`config.mk`:
```
export PLATFORM = sky130hd
export DESIGN_NAME = pcpi_initiator_flat
export DESIGN_NICKNAME = d
export VERILOG_FILES = /design/src/rtl/pcpi_pkg.sv /design/src/rtl/pcpi_initiator_if.sv /design/src/rtl/pcpi_timeout_ctr.sv /design/src/rtl/pcpi_initiator.sv /design/src/flat_wrapper.sv
export SDC_FILE = /design/constraint.sdc
export NUM_CORES = 1
export LEC_CHECK = 0
export ABC_AREA = 1
export CAP_MARGIN = 30
export CORE_MARGIN = 5
export CORE_UTILIZATION = 39
export CTS_BUF_LIST = sky130_fd_sc_hd__clkbuf_4
export DETAILED_ROUTE_END_ITERATION = 8
export GPL_TIMING_DRIVEN = 1
export PLACE_DENSITY = 0.8
export SYNTH_ARGS = -nofsm -noshare
export SYNTH_HDL_FRONTEND = slang
export SYNTH_SLANG_ARGS = --single-unit
```
`constraint.sdc`:
```
create_clock -name clk -period 1.5 [get_ports clk]
set_input_delay 0.225 -clock clk [delete_from_list [all_inputs] [get_ports clk]]
set_output_delay 0.225 -clock clk [all_outputs]
set_load 0.02 [all_outputs]
```
`src/rtl/pcpi_pkg.sv`:
```
// Shared PCPI types and constants for the initiator, its timeout counter and benches.
// The timeout feature is controlled by the PCPI_INITIATOR_TIMEOUT_EN macro.
package pcpi_pkg;

    localparam int XLEN                 = 32;
    localparam int PCPI_DEFAULT_TIMEOUT = 16;

    // RV32M encoding fields, handy for building MUL/DIV test instructions
    localparam logic [6:0] OPCODE_OP     = 7'b0110011;
    localparam logic [6:0] FUNCT7_MULDIV = 7'b0000001;

    typedef enum logic [1:0] {
        IDLE = 2'd0,
        BUSY = 2'd1,
        RESP = 2'd2
    } state_t;

endpackage

```
`src/rtl/pcpi_initiator_if.sv`:
```
// Core request, PCPI bus and core response signals of the PCPI initiator.
// master = initiator (core side), slave = the environment (core pipeline + responders).
interface pcpi_initiator_if #(
    parameter int XLEN = pcpi_pkg::XLEN
);
    logic            req_valid;
    logic            req_ready;
    logic [XLEN-1:0] req_insn;
    logic [XLEN-1:0] req_rs1;
    logic [XLEN-1:0] req_rs2;

    logic            pcpi_valid;
    logic [XLEN-1:0] pcpi_insn;
    logic [XLEN-1:0] pcpi_rs1;
    logic [XLEN-1:0] pcpi_rs2;
    logic            pcpi_wr;
    logic [XLEN-1:0] pcpi_rd;
    logic            pcpi_wait;
    logic            pcpi_ready;

    logic            resp_valid;
    logic            resp_wr;
    logic [XLEN-1:0] resp_rd;
    logic            resp_illegal;

    modport master (
        input  req_valid, req_insn, req_rs1, req_rs2,
        input  pcpi_wr, pcpi_rd, pcpi_wait, pcpi_ready,
        output req_ready,
        output pcpi_valid, pcpi_insn, pcpi_rs1, pcpi_rs2,
        output resp_valid, resp_wr, resp_rd, resp_illegal
    );

    modport slave (
        output req_valid, req_insn, req_rs1, req_rs2,
        output pcpi_wr, pcpi_rd, pcpi_wait, pcpi_ready,
        input  req_ready,
        input  pcpi_valid, pcpi_insn, pcpi_rs1, pcpi_rs2,
        input  resp_valid, resp_wr, resp_rd, resp_illegal
    );

endinterface

```
`src/rtl/pcpi_timeout_ctr.sv`:
```
// Counts consecutive unclaimed BUSY cycles; expire flags the last permitted cycle.
// Only built when PCPI_INITIATOR_TIMEOUT_EN is defined.
`ifdef PCPI_INITIATOR_TIMEOUT_EN
module pcpi_timeout_ctr
    import pcpi_pkg::*;
#(
    parameter int TIMEOUT_CYCLES = PCPI_DEFAULT_TIMEOUT
) (
    input  logic clk,
    input  logic reset,
    input  logic enable,
    input  logic clear,
    input  logic inc,
    output logic expire
);
    localparam int             CW   = $clog2(TIMEOUT_CYCLES);
    localparam logic [CW-1:0]  LAST = CW'(TIMEOUT_CYCLES - 1);

    logic [CW-1:0] count_reg;

    // Saturates at LAST so the narrow counter can never wrap
    always_ff @(posedge clk) begin
        if (reset) begin
            count_reg <= '0;
        end else if (enable) begin
            if (clear) begin
                count_reg <= '0;
            end else if (inc && !expire) begin
                count_reg <= count_reg + 1'b1;
            end
        end
    end

    assign expire = (count_reg == LAST);

endmodule
`endif

```
`src/rtl/pcpi_initiator.sv`:
```
// Core-side PCPI initiator: holds one offloaded instruction on the bus until a responder answers.
// Define PCPI_INITIATOR_TIMEOUT_EN to abort unclaimed instructions as illegal after TIMEOUT_CYCLES.
module pcpi_initiator #(
    parameter int XLEN           = pcpi_pkg::XLEN,
    parameter int TIMEOUT_CYCLES = pcpi_pkg::PCPI_DEFAULT_TIMEOUT
) (
    input  logic             clk,
    input  logic             reset,
    pcpi_initiator_if.master bus
);
    import pcpi_pkg::*;

    if (TIMEOUT_CYCLES < 2 || TIMEOUT_CYCLES > 255) begin : g_bad_timeout
        $error("pcpi_initiator: TIMEOUT_CYCLES must be within 2..255");
    end

    state_t          state_reg, state_next;
    logic            pcpi_valid_reg, pcpi_valid_next;
    logic [XLEN-1:0] insn_reg, insn_next;
    logic [XLEN-1:0] rs1_reg, rs1_next;
    logic [XLEN-1:0] rs2_reg, rs2_next;
    logic            resp_valid_reg, resp_valid_next;
    logic            resp_wr_reg, resp_wr_next;
    logic [XLEN-1:0] resp_rd_reg, resp_rd_next;
    logic            req_ready;

`ifdef PCPI_INITIATOR_TIMEOUT_EN
    logic resp_illegal_reg, resp_illegal_next;
    logic ctr_clear, ctr_inc, ctr_expire;

    pcpi_timeout_ctr #(
        .TIMEOUT_CYCLES(TIMEOUT_CYCLES)
    ) u_timeout_ctr (
        .clk   (clk),
        .reset (reset),
        .enable(state_reg != RESP),
        .clear (ctr_clear),
        .inc   (ctr_inc),
        .expire(ctr_expire)
    );
`endif

    assign req_ready = (state_reg == IDLE) && !reset;

    always_ff @(posedge clk) begin
        if (reset) begin
            state_reg        <= IDLE;
            pcpi_valid_reg   <= 1'b0;
            insn_reg         <= '0;
            rs1_reg          <= '0;
            rs2_reg          <= '0;
            resp_valid_reg   <= 1'b0;
            resp_wr_reg      <= 1'b0;
            resp_rd_reg      <= '0;
`ifdef PCPI_INITIATOR_TIMEOUT_EN
            resp_illegal_reg <= 1'b0;
`endif
        end else begin
            state_reg        <= state_next;
            pcpi_valid_reg   <= pcpi_valid_next;
            insn_reg         <= insn_next;
            rs1_reg          <= rs1_next;
            rs2_reg          <= rs2_next;
            resp_valid_reg   <= resp_valid_next;
            resp_wr_reg      <= resp_wr_next;
            resp_rd_reg      <= resp_rd_next;
`ifdef PCPI_INITIATOR_TIMEOUT_EN
            resp_illegal_reg <= resp_illegal_next;
`endif
        end
    end

    // pcpi_valid/resp_valid are registered from the next state so both line up with BUSY/RESP
    always_comb begin
        state_next        = state_reg;
        pcpi_valid_next   = 1'b0;
        insn_next         = insn_reg;
        rs1_next          = rs1_reg;
        rs2_next          = rs2_reg;
        resp_valid_next   = 1'b0;
        resp_wr_next      = resp_wr_reg;
        resp_rd_next      = resp_rd_reg;
`ifdef PCPI_INITIATOR_TIMEOUT_EN
        resp_illegal_next = resp_illegal_reg;
        ctr_clear         = 1'b0;
        ctr_inc           = 1'b0;
`endif
        case (state_reg)
            IDLE: begin
                if (bus.req_valid && req_ready) begin
                    insn_next       = bus.req_insn;
                    rs1_next        = bus.req_rs1;
                    rs2_next        = bus.req_rs2;
                    pcpi_valid_next = 1'b1;
                    state_next      = BUSY;
`ifdef PCPI_INITIATOR_TIMEOUT_EN
                    ctr_clear       = 1'b1;
`endif
                end
            end
            BUSY: begin
                pcpi_valid_next = 1'b1;
                if (bus.pcpi_ready) begin
                    resp_wr_next      = bus.pcpi_wr;
                    resp_rd_next      = bus.pcpi_rd;
                    pcpi_valid_next   = 1'b0;
                    resp_valid_next   = 1'b1;
                    state_next        = RESP;
`ifdef PCPI_INITIATOR_TIMEOUT_EN
                    resp_illegal_next = 1'b0;
                end else if (bus.pcpi_wait) begin
                    ctr_clear         = 1'b1;
                end else if (ctr_expire) begin
                    resp_wr_next      = 1'b0;
                    resp_rd_next      = '0;
                    resp_illegal_next = 1'b1;
                    pcpi_valid_next   = 1'b0;
                    resp_valid_next   = 1'b1;
                    state_next        = RESP;
                end else begin
                    ctr_inc           = 1'b1;
`endif
                end
            end
            RESP: begin
                state_next = IDLE;
            end
            default: begin
                state_next = IDLE;
            end
        endcase
    end

    assign bus.req_ready    = req_ready;
    assign bus.pcpi_valid   = pcpi_valid_reg;
    assign bus.pcpi_insn    = insn_reg;
    assign bus.pcpi_rs1     = rs1_reg;
    assign bus.pcpi_rs2     = rs2_reg;
    assign bus.resp_valid   = resp_valid_reg;
    assign bus.resp_wr      = resp_wr_reg;
    assign bus.resp_rd      = resp_rd_reg;
`ifdef PCPI_INITIATOR_TIMEOUT_EN
    assign bus.resp_illegal = resp_illegal_reg;
`else
    assign bus.resp_illegal = 1'b0;
`endif

endmodule

```
`src/flat_wrapper.sv`:
```
// flat-port wrapper written by rule: the top's interface ports become plain ports
module pcpi_initiator_flat import pcpi_pkg::*;
#(
    parameter int XLEN           = pcpi_pkg::XLEN,
    parameter int TIMEOUT_CYCLES = pcpi_pkg::PCPI_DEFAULT_TIMEOUT
)
  (clk, reset, bus_req_valid, bus_req_insn, bus_req_rs1, bus_req_rs2, bus_pcpi_wr, bus_pcpi_rd, bus_pcpi_wait, bus_pcpi_ready, bus_req_ready, bus_pcpi_valid, bus_pcpi_insn, bus_pcpi_rs1, bus_pcpi_rs2, bus_resp_valid, bus_resp_wr, bus_resp_rd, bus_resp_illegal);
  pcpi_initiator_if #(.XLEN(XLEN)) bus_i ();
  input  logic clk;
  input  logic reset;
  input wire logic [$bits(bus_i.req_valid)-1:0] bus_req_valid;
  input wire logic [$bits(bus_i.req_insn)-1:0] bus_req_insn;
  input wire logic [$bits(bus_i.req_rs1)-1:0] bus_req_rs1;
  input wire logic [$bits(bus_i.req_rs2)-1:0] bus_req_rs2;
  input wire logic [$bits(bus_i.pcpi_wr)-1:0] bus_pcpi_wr;
  input wire logic [$bits(bus_i.pcpi_rd)-1:0] bus_pcpi_rd;
  input wire logic [$bits(bus_i.pcpi_wait)-1:0] bus_pcpi_wait;
  input wire logic [$bits(bus_i.pcpi_ready)-1:0] bus_pcpi_ready;
  output wire logic [$bits(bus_i.req_ready)-1:0] bus_req_ready;
  output wire logic [$bits(bus_i.pcpi_valid)-1:0] bus_pcpi_valid;
  output wire logic [$bits(bus_i.pcpi_insn)-1:0] bus_pcpi_insn;
  output wire logic [$bits(bus_i.pcpi_rs1)-1:0] bus_pcpi_rs1;
  output wire logic [$bits(bus_i.pcpi_rs2)-1:0] bus_pcpi_rs2;
  output wire logic [$bits(bus_i.resp_valid)-1:0] bus_resp_valid;
  output wire logic [$bits(bus_i.resp_wr)-1:0] bus_resp_wr;
  output wire logic [$bits(bus_i.resp_rd)-1:0] bus_resp_rd;
  output wire logic [$bits(bus_i.resp_illegal)-1:0] bus_resp_illegal;
  assign bus_i.req_valid = bus_req_valid;
  assign bus_i.req_insn = bus_req_insn;
  assign bus_i.req_rs1 = bus_req_rs1;
  assign bus_i.req_rs2 = bus_req_rs2;
  assign bus_i.pcpi_wr = bus_pcpi_wr;
  assign bus_i.pcpi_rd = bus_pcpi_rd;
  assign bus_i.pcpi_wait = bus_pcpi_wait;
  assign bus_i.pcpi_ready = bus_pcpi_ready;
  assign bus_req_ready = bus_i.req_ready;
  assign bus_pcpi_valid = bus_i.pcpi_valid;
  assign bus_pcpi_insn = bus_i.pcpi_insn;
  assign bus_pcpi_rs1 = bus_i.pcpi_rs1;
  assign bus_pcpi_rs2 = bus_i.pcpi_rs2;
  assign bus_resp_valid = bus_i.resp_valid;
  assign bus_resp_wr = bus_i.resp_wr;
  assign bus_resp_rd = bus_i.resp_rd;
  assign bus_resp_illegal = bus_i.resp_illegal;
  pcpi_initiator #(.XLEN(XLEN), .TIMEOUT_CYCLES(TIMEOUT_CYCLES)) u_core (.clk(clk), .reset(reset), .bus(bus_i));
endmodule
```
[Word-level counts from Yosys, hierarchy flattened]
Cells that the tools add are included.
Storage, ports and cells
  logic and storage cells: 27
  bits in registers: 133
  input bits: 134
  output and inout bits: 133
Operators by class
  bitwise operators: 1
  reductions and logical operators: 8
  muxes and demuxes: 7
  eq/ne operators: 3
Operator list (count)
  AND reduction 2 bit: 3
  2-to-1 mux 2 bit: 2
  != test 2 bit, second input constant: 2
  case mux 2 bit (2 select lines): 1
  2-to-1 mux 1 bit: 3
  == test 2 x 1 -> 1 bit, second input constant: 1
  logical AND 1 bit: 2
  zero test 2 bit: 1
  case mux 1 bit (2 select lines): 1
  OR reduction 2 bit: 1
  zero test 1 bit: 1
  NOT 1 bit: 1

[Logic depth before layout (Yosys ltp)]
  word-level depth: 5
  gate-level depth with buffers: 7
  mapped depth without buffers: 6

[Worst setup path before layout]
OpenSTA, ideal clock, no wires.
  kind: register to register
  from: reg u_core.state_reg[0]
  to: reg u_core.resp_rd_reg[0], in the netlist u_core.bus.resp_rd[0]
  period minus slack after synthesis: 1.192 ns
  path buffers: 2
  path slack: 0.308 ns
  arrival time: 1.079 ns
  stages on the path, launching flop included: 8
  setup time: 0.113 ns
  required time: 1.387 ns
  cells stage by stage: dfxtp_1 > inv_2 > nor2_1 > nand2_1 > buf_2 > buf_2 > nor2_1 > nor2_1
On the way
  word-level cells in the longest chain between the ends: 2
RTL lines
  start: declaration: RTL line pcpi_initiator.sv:17  | state_t state_reg, state_next;
  start signal: assignment: RTL line pcpi_initiator.sv:59  | state_reg <= state_next;
  == test 2 x 1 -> 1 bit: RTL line pcpi_initiator.sv:88  | case (state_reg)
  AND reduction 2 bit (no source line)
  end signal: assignment: RTL line pcpi_initiator.sv:66  | resp_rd_reg <= resp_rd_next;
  end: declaration: RTL line pcpi_initiator.sv:24  | logic [XLEN-1:0] resp_rd_reg, resp_rd_next;
No other way between the ends.
A chain may end at the register's enable or synchronous reset.

[Worst setup path in the final report]
  from: reg u_core.state_reg[0]
  to: out bus_req_ready
On the way
  word-level cells in the longest chain between the ends: 2
RTL lines
  zero test 2 bit: RTL line pcpi_initiator.sv:43  | assign req_ready = (state_reg == IDLE) && !reset;
  logical AND 1 bit: RTL line pcpi_initiator.sv:43
  end: declaration: RTL line flat_wrapper.sv:19  | output wire logic [$bits(bus_i.req_ready)-1:0] bus_req_ready;
No other way between the ends.

==> results.md <==
Yosys:
- The cell count after synthesis is 1047.
- Synthesis produced a netlist with a net count of between 1000 and 1500.
- The cell area after technology mapping is roughly 6400 um^2.
- For this run, the number of Yosys warnings is 0.
- The cell taking the most area after synthesis is sky130_fd_sc_hd__dfxtp_1.
- In the post-synthesis netlist, the biggest area contributors are sky130_fd_sc_hd__dfxtp_1 42%, sky130_fd_sc_hd__inv_1 19%, sky130_fd_sc_hd__nand2_1 15%, sky130_fd_sc_hd__nor2_1 9.7%, sky130_fd_sc_hd__nand4_1 9.4%.
- In this run, distinct cell masters in the synthesized netlist total 15.
- The sequential-to-total area share from yosys stat is between 40% and 50%.
- Summed over its instances, the top area cell type makes up around two fifths of the synthesized netlist area.
- A synthesized cell averages 6.11 um^2.
- The number of synthesized register bits is approximately 130.

Floorplan:
- The area enclosed by the die boundary is approximately 19000 um^2.
- In this run the standard cell core region covers between 15000 and 20000 um^2.
- The row count is 46.
- In this run the vertical extent of the chip is approximately 140 um.
- The floorplan die width is between 100 and 150 um.
- The number of I/O pins is ~270.
- The initial cell density of the core is between 30% and 40%.

Worst setup path:
- The startpoint of the most critical register-to-register path is u_core.state_reg[1]$_SDFFE_PP0P_.
- STA classifies the critical path startpoint as a register.
- Walking the worst path, the cells encountered are nor3_4 > buf_6.
- On the worst path, the slowest cell contributes a delay of 0.39 ns.
- STA classifies the critical path endpoint as an output pin.
- The largest individual stage delay along the critical path comes from the cell sky130_fd_sc_hd__dfxtp_4.
- The data arrival time at the worst-slack endpoint is about 1.2 ns.
- The maximum fanout along the worst path is 3.
- For the worst setup path, the data required time is ~1.3 ns.
- The most critical setup path has its startpoint at u_core.state_reg[0]$_SDFFE_PP0P_.
- The critical path start-end classification is reg -> out.

Drt:
- The total iterations of the first detailed-routing run is 5.
- The detailed-route wire length is approximately 18 mm.
- The routed via count is approximately 6400.
- After detailed routing, the wire length on met1 is slightly above 7 mm.
- In this run the remaining antenna-violating nets after routing total 0.
- The violation count after the first detailed-route iteration is approximately 280.
- For this run, design rule violations remaining after detail routing come to 0.
- In the detailed route, the total length drawn on met2 is 8.62 mm.
- The highest layer used for signal routing is met4.
- The met3 wire length is ~1.9 mm.
- In the routed layout, each cell is associated on average with a via count of between 4 and 5.
- The average wire length per cell after detail routing is between 10 and 15 um.

Cells and area:
- The area growth from synthesis to layout is 43.5%.
- The post-route netlist has between 10 and 15% of its cells at a drive strength greater than 1.
- The final layout net count is around 1400.
- The number of antenna diodes in the final layout is 0.
- Cells fill ~57% of the core in the end.
- The post-layout instance area is 9180 um^2.

Place:
- After legalization and detailed placement, the total HPWL measured 13.1 mm.
- The port buffer count is 264.
- The placement-stage worst setup slack is -0.205 ns.
- Routability-driven placement finished with a final weighted congestion of a little over 0.8.
- The post-placement cell area is around 9400 um^2.

Clock tree:
- CTS placed an instance of sky130_fd_sc_hd__clkbuf_4 at the clock tree root.
- For the worst-skew pair, the clock arrives at the later sink with an insertion delay of roughly 0.53 ns.
- The number of buffers added by the clock tree synthesis step is 17.
- The sink count of the clock tree is around 130.
- The maximum level of the CTS H-tree is 4.
- The clock transition at the registers of the reported paths is 0.13 ns.
- The number of hold buffers added after CTS was 0.
- The number of buffers between clock root and the deepest sink is 2.
- The TritonCTS clock tree is done.

Global route:
- Global routing consumed, over all layers together, 18.6% of the routing resources.
- The number of antenna violations at the first check in global routing was 0.
- The via count of the first global-routing pass is 5908.
- Summed over all layers, the global routing overflow is 0.
- The first global-routing pass estimated between 20 and 30 mm of wire.
- The largest net degree at the start of global routing is between 60 and 70.

STA:
- Setup slack closes at about 0.043 ns.
- The max-slew violation count is 0.
- Hold timing on the final database bottoms out at a slack of ~0.23 ns.
- Setup repair after global routing could not meet its margin everywhere.
- The number of hold violations in the final report is 0.
- The worst path needs between 1 and 1.5 ns of the cycle, external delays included.
- The final critical path takes up a little over nine tenths of the cycle.
- The final worst clock skew is approximately 0.017 ns.
- The maximum clock frequency is around 690 MHz.
- Setup violations remaining at the end of the flow were counted as 0.

Pwr:
- The part of the total power dissipated in combinational logic is 25.2%.
- Sequential cells account for between 40% and 50% of the total power.
- The net switching power of the design is around 2.8 mW.
- The switching share of power is 32.7%.
- The power density over cell area is ~920 nW/um^2.
- The relative contribution of the clock network to total power is 28.6%.
- The final total power is 8.45 mW.
- Across the VDD grid, the largest voltage drop is between 600 and 700 uV.
- The internal portion of the total power is around 5.7 mW.
- For this design the static power due to leakage is 5.17 nW.

Outcome:
- The run finished with clean final reports.

Min path:
- The worst hold-check path type is in -> reg.
- The launch point of the worst hold path is bus_req_valid.

Job:
- The number of violations of the max-capacitance limit is 0.
## power by group through the flow
stage          clock, mW  combinational, mW  sequential (mW)
2_1_floorplan          0              0.893             4.30
3_3_place_gp           0               2.30             3.98
3_5_place_dp           0               2.34             4.00
4_1_cts             2.52               2.22             3.92
5_1_grt             2.68               2.37             3.95
6_report            2.41               2.13             3.91
## cell type report
type	instances	area [um^2]
sequential	133	2670
timing repair buffer	290	2480
multi-input combinational	528	2260
inverter	323	1220
fill	1550	6820
clock inverter	15	156
tap	216	270
clock buffer	17	128
## what timing repair did
item	in CTS	in global routing
gates resized for setup	256	137
pin swaps	0	1
endpoints found under the setup margin	132	120
buffers inserted	0	2
## worst max-delay path, delay by kind of cell (launching register included)
family                 cells  cell delay [ns]
buffers and inverters      1             0.14
flip-flops                 1             0.39
AND/OR/NAND/NOR            1             0.18
## path summary, 6_finish.rpt
kind	end	slack (ns)	cells after the start
setup / recovery	bus_req_ready	0.04	2
hold / removal	u_core.state_reg[0]$_SDFFE_PP0P_	0.23	4
setup reg to reg	u_core.bus.pcpi_rs1[30]$_SDFFE_PP0P_	0.12	6
hold reg to reg	u_core.bus.pcpi_rs1[19]$_SDFFE_PP0P_	0.51	4
## kinds of logic (layout without fill, tap and decap cells)
logic type	after synthesis	in the layout	share of synthesized area, %
and+or+nand+nor	527	527	34.9
DFF	133	133	41.6
other	1	1	0.0586
buffers and inverters	386	645	23.4
## cell usage in the layout (no fill, tap or decap), types with 3 or more instances in the layout
cell	instances
sky130_fd_sc_hd__buf_12	12
sky130_fd_sc_hd__buf_4	15
sky130_fd_sc_hd__clkbuf_2	101
sky130_fd_sc_hd__clkbuf_4	17
sky130_fd_sc_hd__clkdlybuf4s15_1	17
sky130_fd_sc_hd__clkdlybuf4s15_2	10
sky130_fd_sc_hd__clkdlybuf4s50_1	131
sky130_fd_sc_hd__clkinv_4	4
sky130_fd_sc_hd__clkinvlp_4	4
sky130_fd_sc_hd__dfxtp_1	131
sky130_fd_sc_hd__inv_1	319
sky130_fd_sc_hd__inv_2	3
sky130_fd_sc_hd__inv_6	3
sky130_fd_sc_hd__nand2_1	261
sky130_fd_sc_hd__nand4_1	96
sky130_fd_sc_hd__nor2_1	166
## through the flow
| stage | std cells | setup TNS, ns |
|---|---|---|
| floorplan | 1047 | 0 |
| global placement | 1488 | -8.49 |
| detailed placement | 1488 | -10.54 |
| CTS | 1520 | -0.0316 |
| global route | 1522 | -0.0749 |
| finish | 1522 | 0 |
## cells in the mapped netlist
cell / instances
sky130_fd_sc_hd__nand2_1: 262
sky130_fd_sc_hd__nor2_1: 166
sky130_fd_sc_hd__nand3_2: 1
sky130_fd_sc_hd__inv_1: 319
sky130_fd_sc_hd__inv_2: 4
sky130_fd_sc_hd__conb_1: 1
sky130_fd_sc_hd__nor3_1: 1
sky130_fd_sc_hd__clkbuf_1: 30
sky130_fd_sc_hd__buf_1: 5
sky130_fd_sc_hd__nand4_1: 96
sky130_fd_sc_hd__dfxtp_1: 133
sky130_fd_sc_hd__buf_2: 25
sky130_fd_sc_hd__nor2_4: 1
sky130_fd_sc_hd__buf_6: 2
sky130_fd_sc_hd__buf_4: 1
## layer usage
metal | up-vias | track usage [%]
met5 | - | 0
met4 | 0 | 5.93
met3 | 30 | 9.28
met2 | 217 | 31.1
met1 | 2722 | 20.6
li1 | 3472 | -
(Power assumes the default switching activity.)
